[src/rtl/cmp_serial.sv]
// cmp_serial: bit-serial five-flag comparator (eq/sg/ug/mg/xg).
// Operands arrive LSB first, one bit pair per accepted cycle. After LEN bits
// the flags are held on a valid/ready result port until consumed.
// Optional feature: define CMP_SERIAL_CLR_EN to add a synchronous 'clr' abort.
module cmp_serial #(
  parameter int LEN = 16
) (
  input  logic clk,
  input  logic rst_n,
`ifdef CMP_SERIAL_CLR_EN
  input  logic clr,
`endif
  input  logic in_valid,
  output logic in_ready,
  input  logic a_bit,
  input  logic b_bit,
  output logic out_valid,
  input  logic out_ready,
  output logic eq,
  output logic sg,
  output logic ug,
  output logic mg,
  output logic xg
);

  localparam int CW = (LEN > 1) ? $clog2(LEN) : 1;
  localparam logic [CW-1:0] LAST = CW'(LEN - 1);

  typedef enum logic {
    ACC  = 1'b0,
    HOLD = 1'b1
  } state_t;

  state_t          state;
  state_t          state_next;
  logic [CW-1:0]   cnt;
  logic            eq_acc;
  logic            gt_acc;
  logic            clr_i;
  logic            xfer;
  logic            last_bit;
  logic            d;
  logic            gt_fin;

`ifdef CMP_SERIAL_CLR_EN
  assign clr_i = clr;
`else
  assign clr_i = 1'b0;
`endif

  // A bit is taken only while accumulating; in_ready depends on state alone.
  assign xfer     = in_valid & (state == ACC);
  assign last_bit = (cnt == LAST);

  // Unsigned "A greater" decision once the MSB is folded in: a differing
  // higher bit overrides everything below it.
  assign d      = a_bit ^ b_bit;
  assign gt_fin = d ? a_bit : gt_acc;

  // State register.
  always_ff @(posedge clk or negedge rst_n) begin
    if (!rst_n) begin
      state <= ACC;
    end else begin
      state <= state_next;
    end
  end

  // Next-state and handshake outputs; clr wins over any transfer or handshake.
  always_comb begin
    state_next = state;
    in_ready   = 1'b0;
    out_valid  = 1'b0;
    case (state)
      ACC: begin
        in_ready = 1'b1;
        if (in_valid && last_bit) begin
          state_next = HOLD;
        end
      end
      HOLD: begin
        out_valid = 1'b1;
        if (out_ready) begin
          state_next = ACC;
        end
      end
      default: state_next = ACC;
    endcase
    if (clr_i) begin
      state_next = ACC;
    end
  end

  // Bit accumulation and result flag capture on the MSB transfer.
  always_ff @(posedge clk or negedge rst_n) begin
    if (!rst_n) begin
      cnt    <= '0;
      eq_acc <= 1'b1;
      gt_acc <= 1'b0;
      eq     <= 1'b0;
      sg     <= 1'b0;
      ug     <= 1'b0;
      mg     <= 1'b0;
      xg     <= 1'b0;
    end else if (clr_i) begin
      cnt    <= '0;
      eq_acc <= 1'b1;
      gt_acc <= 1'b0;
    end else if (xfer) begin
      if (last_bit) begin
        ug     <= gt_fin;
        sg     <= d ? b_bit : gt_acc;
        mg     <= ~a_bit & gt_fin;
        xg     <= b_bit | gt_fin;
        eq     <= eq_acc & ~d;
        cnt    <= '0;
        eq_acc <= 1'b1;
        gt_acc <= 1'b0;
      end else begin
        eq_acc <= eq_acc & ~d;
        gt_acc <= gt_fin;
        cnt    <= cnt + 1'b1;
      end
    end
  end

endmodule
[config.mk]
export PLATFORM = sky130hd
export DESIGN_NAME = cmp_serial
export DESIGN_NICKNAME = d
export VERILOG_FILES = /design/src/rtl/cmp_serial.sv
export SDC_FILE = /design/constraint.sdc
export NUM_CORES = 1
export LEC_CHECK = 0
export CORE_AREA = 2 2 39 41
export CTS_CLUSTER_DIAMETER = 50
export DETAILED_ROUTE_END_ITERATION = 8
export DIE_AREA = 0 0 41 43
export PLACE_DENSITY = 0.7
export SLEW_MARGIN = 20
export SYNTH_ARGS = -nofsm -noshare
export SYNTH_HDL_FRONTEND = slang
export SYNTH_SLANG_ARGS = --single-unit
[constraint.sdc]
create_clock -name clk -period 1.9 [get_ports clk]
set_clock_uncertainty 0.05 [all_clocks]
set_input_delay 0.475 -clock clk [delete_from_list [all_inputs] [get_ports clk]]
set_output_delay 0.475 -clock clk [all_outputs]
set_load 0.05 [all_outputs]
==> summary.txt, run 1 <==
Critical path
  – Crit Path Class: in -> reg
  – Worst Path Required: 2.02 ns
  – R2R Setup Slk: 0.42 ns
  – Worst EP arrival: 1.62 ns
  – CP Capture Type: register
  – Setup crit start kind: input pin
  – Crit Path Max Fanout: 7

Routing
  – Via count: 459
  – Vias/cell: 5.16
  – 1st-iter DRT viols: 5
  – Pre-antenna DRT Iters: 4
  – WL/cell: 13.3 um
  – Final wirelength: 1180 um
  – DRC viols: 0
  – Post-route ant nets: 0

Final layout
  – # diodes: 0
  – Nets: 81
  – Fin area: 732 um^2
  – Util after Layout: 52.9%
  – Syn-to-layout area delta: 26.6%
  – Share of cells above drive strength 1: 26.0%
  – Layout fillers: 131

Synthesis
  – Syn Nets: 64
  – Syn avg cell area: 10.1 um^2
  – Yosys cell types: 22
  – Synthesized area: 578 um^2
  – Flops & latches, synth: 12
  – Seq/Total Area, Yosys: 52.2%
  – Syn Inst Count: 57
  – Yosys Warn Count: 0

STA
  – Slack of the critical path: 0.399 ns
  – Max-slew violations: 0
  – Worst slew pin tran: 0.547 ns
  – Final hold vios: 0
  – Fmax: 0.666 GHz
  – Tcrit/Tclk final: 79.0%
  – Fin crit period: 1.50 ns
  – Unrepaired setup endpoints after global routing: no
  – Final setup viols: 0
  – Setup TNS: 0 ns
  – Slew HR: 63.4%

Global route
  – Vias in the first global route: 451
  – Global route overflow: 0
  – First-pass GRT wire length: 1860 um
  – Initial antenna violation count: 0
  – Largest net degree at the start of global routing: 13
  – Total GRT Usage: 16.7%

Power and ir drop
  – Total leakage power: 0.352 nW
  – Total power draw: 1.07 mW
  – Switching power: 0.466 mW
  – Combinational power share: 43.4%
  – Total internal power: 0.604 mW
  – Sequential share of power: 40.6%
  – Pwr Density: 1460 nW/um^2
  – Clock power share: 16.1%
  – Sw frac: 43.5%
  – Peak VDD IR: 0.000644 V

Die
  – Die area: 1760 um^2
  – Die Ht: 43 um
  – Row Count: 14
  – I/O pins: 13
  – Chip Width: 41 um
  – Starting density of the core: 41.8%
  – Core box area: 1380 um^2

Clock network
  – Clock Pin Slew Worst Setup and Hold Paths: 0.08 ns
  – CTS H-tree lvls: 1
  – CTS Buf Count: 3
  – Resize count post-CTS: 0
  – CTS max path bufs: 2
  – Root Buffer: clkbuf_4
  – CTS Sinks: 12
  – Post-CTS Setup Inserts: 0
  – TritonCTS clock tree: done
  – Clock latency on the worst-skew pair: 0.28 ns
  – Post-CTS Hold Fix Bufs: 0

Flow run
  – Maxcap violations: 0

Placement
  – HPWL after DPL: 911 um
  – Pre-CTS WS: 0.0934 ns
  – Routability Congestion: 0.703
  – Placed Instance Area: 706 um^2
  – PortBufs: 12

Status
  – Status: finished, final reports clean

Hold path
  – Worst hold path type: reg -> reg
per-layer routing:
layer | vias up | share of wire [%] | GRT usage (%)
li1 | 227 | - | -
met1 | 222 | 42 | 18.2
met2 | 8 | 52 | 26.9
met3 | 2 | 3.6 | 4.71
met4 | 0 | 2.0 | 10.0
met5 | - | 0 | 0
final timing paths:
| check | cells after the start | from | to |
|---|---|---|---|
| setup / recovery | 4 | in_valid | ug |
| hold / removal | 2 | eq_acc | eq_acc |
| setup reg to reg | 4 | cnt[0] | ug |
| hold reg to reg | 2 | eq_acc | eq_acc |
| max in group asynchronous | 1 | rst_n | eq_acc |
| min in group asynchronous | 1 | rst_n | cnt[3] |
critical path: stages:
cell and delay (ns):
clkdlybuf4s50_1 0.47, nor2b_1 0.26, nand2b_4 0.12, mux2_4 0.30
cell type report:
| type | instances | area [um^2] | share of cell area, % |
|---|---|---|---|
| well taps | 16 | 20.0 | 2.74 |
| repair buffers | 14 | 118 | 16.1 |
| clock buffers | 4 | 26.3 | 3.59 |
| multi-input cells | 39 | 251 | 34.4 |
| inverters | 4 | 15.0 | 2.05 |
| flip-flops and latches | 12 | 302 | 41.2 |
synthesized netlist by cell type:
cell type  instances  share of area (%)
o41ai_2            1                2.8
dfstp_2            1                4.5
maj3_2             1                1.9
ha_1               1                2.2
dfrtp_1           11                 48
mux2_4             1                2.6
nor2b_1            1                1.1
inv_1              4                2.6
nand3_2            1                1.7
nor2_1             1               0.65
nand2_1            9                5.8
buf_2              2                1.7
nor3_1             1               0.86
nand2b_4           1                2.4
a21oi_1            3                2.6
o21ai_0           11                9.5
a21bo_2            1                1.7
o22ai_1            1                1.1
xnor2_1            2                3.0
nand4_1            1                1.1
o31ai_1            1                1.3
nand2b_1           1                1.1
power groups by stage:
stage	clock network, mW	logic (mW)	registers, mW
after floorplan	0	0.180	0.578
after global placement	0	0.455	0.436
after detailed placement	0	0.470	0.439
after CTS	0.178	0.470	0.435
after global routing	0.190	0.502	0.446
final	0.172	0.464	0.434
metrics by stage:
| stage | hold slack [ns] | std cells |
|---|---|---|
| 6_report | 0.444 | 89 |
| 5_1_grt | 0.467 | 89 |
| 4_1_cts | 0.449 | 89 |
| 3_5_place_dp | 0.438 | 85 |
| 3_3_place_gp | 0.419 | 85 |
| 2_1_floorplan | 0.129 | 57 |
sequential cells by signal, summed over array words and instances (netlist names):
name	count
state	1
mg	1
eq_acc	1
ug	1
gt_acc	1
cnt	4
eq	1
sg	1
xg	1
layout by cell type (no fill, tap or decap):
cell type        instances
ha_1                     1
a21bo_2                  1
nand4_1                  1
clkdlybuf4s50_1          5
nand2b_4                 1
inv_1                    4
clkbuf_4                 3
a21oi_1                  3
o41ai_2                  1
nand2b_1                 1
nor2_1                   1
mux2_4                   1
o21ai_0                 11
nand2_1                  9
buf_4                    9
dfrtp_1                 11
o22ai_1                  1
clkbuf_1                 1
xnor2_1                  2
nor3_1                   1
dfstp_2                  1
nor2b_1                  1
maj3_2                   1
o31ai_1                  1
nand3_2                  1
cells by family (layout without fill, tap and decap cells):
group	after synthesis	in the layout	share of synthesized area, %
compound gates	18	18	19.0
xor+xnor	2	2	3.03
fa+ha+maj	2	2	4.11
buf+inv	6	22	4.33
flops	12	12	52.2
mux	1	1	2.60
simple gates	16	16	14.7
No activity file was read; power rests on OpenSTA's default activity.
==> run 2: changes to the inputs <==
--- a/config.mk
+++ b/config.mk
@@ -5,11 +5,11 @@
 export SDC_FILE = /design/constraint.sdc
 export NUM_CORES = 1
 export LEC_CHECK = 0
-export CORE_AREA = 2 2 39 41
+export CORE_MARGIN = 2
+export CORE_UTILIZATION = 42
 export CTS_CLUSTER_DIAMETER = 50
 export DETAILED_ROUTE_END_ITERATION = 8
-export DIE_AREA = 0 0 41 43
-export PLACE_DENSITY = 0.7
+export PLACE_DENSITY = 0.71
 export SLEW_MARGIN = 20
 export SYNTH_ARGS = -nofsm -noshare
 export SYNTH_HDL_FRONTEND = slang
==> constraint.sdc (replaced) <==
create_clock -name clk -period 1.2 [get_ports clk]
set_clock_uncertainty 0.05 [all_clocks]
set_input_delay 0.3 -clock clk [delete_from_list [all_inputs] [get_ports clk]]
set_output_delay 0.3 -clock clk [all_outputs]
set_load 0.05 [all_outputs]
==> run 2 against run 1 <==
Effect of this change: the run now ends with setup timing left; sequential share of layout area fell by 13 points; power increased by 120%; global-route usage grew 5.8 points; setup slack worse by 0.54 ns; final area increased by 48%; critical endpoint is now in_ready; sequential power up 71%; non-clock buffer count up 18; largest cell class is now buffers; sequential cell count stayed put; utilization is 30 points higher.
==> summary.txt, run 2 (synthesis gave the netlist of run 1 again) <==
Status
  – Failing checks: setup timing
  – Status: finished, violations left

STA
  – Slack of the critical path: -0.141 ns (-0.540 ns)
  – Worst slew pin tran: 0.289 ns (-0.258 ns)
  – Unrepaired setup endpoints after global routing: yes
  – Final hold vios: 0 (unchanged)
  – Tcrit/Tclk final: 112%
  – Slew HR: 80.7% (+17 points)
  – Fmax: 0.746 GHz
  – Fin crit period: 1.34 ns
  – Final setup viols: 13 (+13)
  – Max-slew violations: 0 (unchanged)

Power and ir drop
  – Total leakage power: 0.519 nW (+47%)
  – Peak VDD IR: 0.00134 V (+110%)
  – Total power draw: 2.39 mW (+120%)
  – Pwr Density: 2210 nW/um^2 (+51%)

Clock network
  – Clock latency on the worst-skew pair: 0.27 ns (about the same)
  – Root Buffer: clkbuf_4
  – CTS H-tree lvls: 1 (unchanged)
  – TritonCTS clock tree: done
  – CTS Buf Count: 3 (unchanged)
  – CTS max path bufs: 2 (unchanged)
  – CTS Sinks: 12 (unchanged)
  – Clock Pin Slew Worst Setup and Hold Paths: 0.08 ns (about the same)

Global route
  – First-pass GRT wire length: 2350 um (+26%)
  – Initial antenna violation count: 0 (unchanged)
  – Total GRT Usage: 22.5% (+5.8 points)
  – Vias in the first global route: 523 (+16%)
  – Global route overflow: 0 (unchanged)
  – Largest net degree at the start of global routing: 13 (unchanged)

Final layout
  – Largest Register: cnt
  – Layout fillers: 71 (-46%)
  – Syn-to-layout area delta: 87.2%
  – Nets: 99 (+22%)
  – Max reg flops: 4 (unchanged)
  – Most frequent cells in the layout: buf_4, dfrtp_1, nand2_1, buf_12, o21ai_2
  – # diodes: 0 (unchanged)
  – Layout Cells excl Fill: 106 (+19%)
  – Share of cells above drive strength 1: 60.4% (+34 points)
  – Leading cell type in the layout, fill and taps excluded: buf_4

Placement
  – PortBufs: 12 (unchanged)
  – HPWL after DPL: 980 um (+7.5%)
  – Routability Congestion: 0.821 (+17%)
  – Placed Cells: 95 (+12%)

Die
  – Chip Width: 41.1 um (+0.24%)
  – Core box area: 1300 um^2 (-6.0%)
  – Row Count: 13 (-1)
  – Die area: 1690 um^2 (-4.2%)
  – Starting density of the core: 44.4% (+2.7 points)
  – Die Ht: 41.1 um (-4.4%)
  – I/O pins: 13 (unchanged)

Critical path
  – Worst R2R Start: cnt[0]
  – Worst Path Required: 0.85 ns (-1.17 ns)
  – Worst EP arrival: 0.99 ns (-0.63 ns)
  – Crit Path Max Fanout: 2 (-5)
  – Worst r2r path cells: 4 (unchanged)
  – Crit Path Class: reg -> out
  – CP cell instances: buf_6 > inv_4 > buf_12
  – R2R Setup Slk: -0.14 ns (-0.56 ns)
  – Crit-path slowest cell: dfrtp_2
  – Slowest cell delay on critical path: 0.41 ns (-0.06 ns)
  – CP Capture Type: primary output
  – R2r endpoint: ug
  – Setup crit start kind: register

Routing
  – WL/cell: 15.9 um (+20%)
  – 1st-iter DRT viols: 13 (+8)
  – Pre-antenna DRT Iters: 4 (unchanged)
  – Final wirelength: 1680 um (+42%)
  – Post-route ant nets: 0 (unchanged)
  – DRC viols: 0 (unchanged)
  – Via count: 558 (+22%)
  – Vias/cell: 5.26 (+2.1%)

Hold path
  – Worst hold path type: in -> async

Flow run
  – Maxcap violations: 0 (unchanged)
-- run 2: changes by cell type in the layout (fill, tap and decap cells not counted), sizes merged --
cell | previous run | this run
buf | 9 | 27
clkdlybuf4s50 | 5 | 3
dlygate4sd2 | 0 | 1
dlymetal6s2s | 0 | 1
-- run 2: repair_timing --
item                                    4_1_cts  5_1_grt
pin swaps                                     1        6
endpoints found under the setup margin       15       18
gates resized for setup                      20       16
hold buffers                                  0        0
setup buffers                                 3        4
-- run 2: per-layer routing --
layer | GRT usage, % | vias up | routed length [um]
li1 | - | 265 | -
met1 | 28.1 | 265 | 697
met2 | 38.3 | 23 | 889
met3 | 3.26 | 5 | 69
met4 | 9.68 | 0 | 28
met5 | 0 | - | 0
-- run 2: cell type report --
| class | instances | area (um^2) | share of cell area [%] |
|---|---|---|---|
| flip-flops and latches | 12 | 303 | 28.0 |
| clock buffers | 4 | 36.3 | 3.35 |
| inverters | 4 | 17.5 | 1.62 |
| well taps | 15 | 18.8 | 1.73 |
| repair buffers | 32 | 369 | 34.1 |
| multi-input cells | 39 | 338 | 31.2 |
-- run 2: worst max-delay path by stage --
stage	slack [ns]	cells past startpoint	to	start
3_5_place_dp	-0.41	4	ug	in_valid
3_3_place_gp	-0.38	5	cnt[3]	in_valid
4_1_cts	-0.15	3	in_ready	state
6_report	-0.14	3	in_ready	state
2_1_floorplan	-0.13	4	ug	state
5_1_grt	-0.17	3	in_ready	state
-- run 2: where the power goes --
group          internal [mW]  switching [mW]
logic                  0.697           0.626
registers              0.560           0.181
clock network          0.184           0.138
-- run 2: critical path: cells and delay by family (launching register included) --
family,cells,cell delay (ns)
buffers and inverters,3,0.30
DFF,1,0.41
-- run 2: metrics by stage --
| stage | setup WS (ns) | instance area [um^2] | TNS, ns | hold WS (ns) | utilization (%) |
|---|---|---|---|---|---|
| final | -0.141 | 1080 | -0.661 | 0.265 | 83.2 |
| after detailed placement | -0.415 | 878 | -4.20 | 0.422 | 67.5 |
| after floorplan | -0.126 | 584 | -0.232 | -0.0456 | - |
| after global placement | -0.379 | 878 | -3.86 | 0.424 | 67.5 |
| after CTS | -0.150 | 980 | -0.463 | 0.263 | 75.3 |
| after global routing | -0.171 | 1080 | -1.11 | 0.299 | 83.2 |
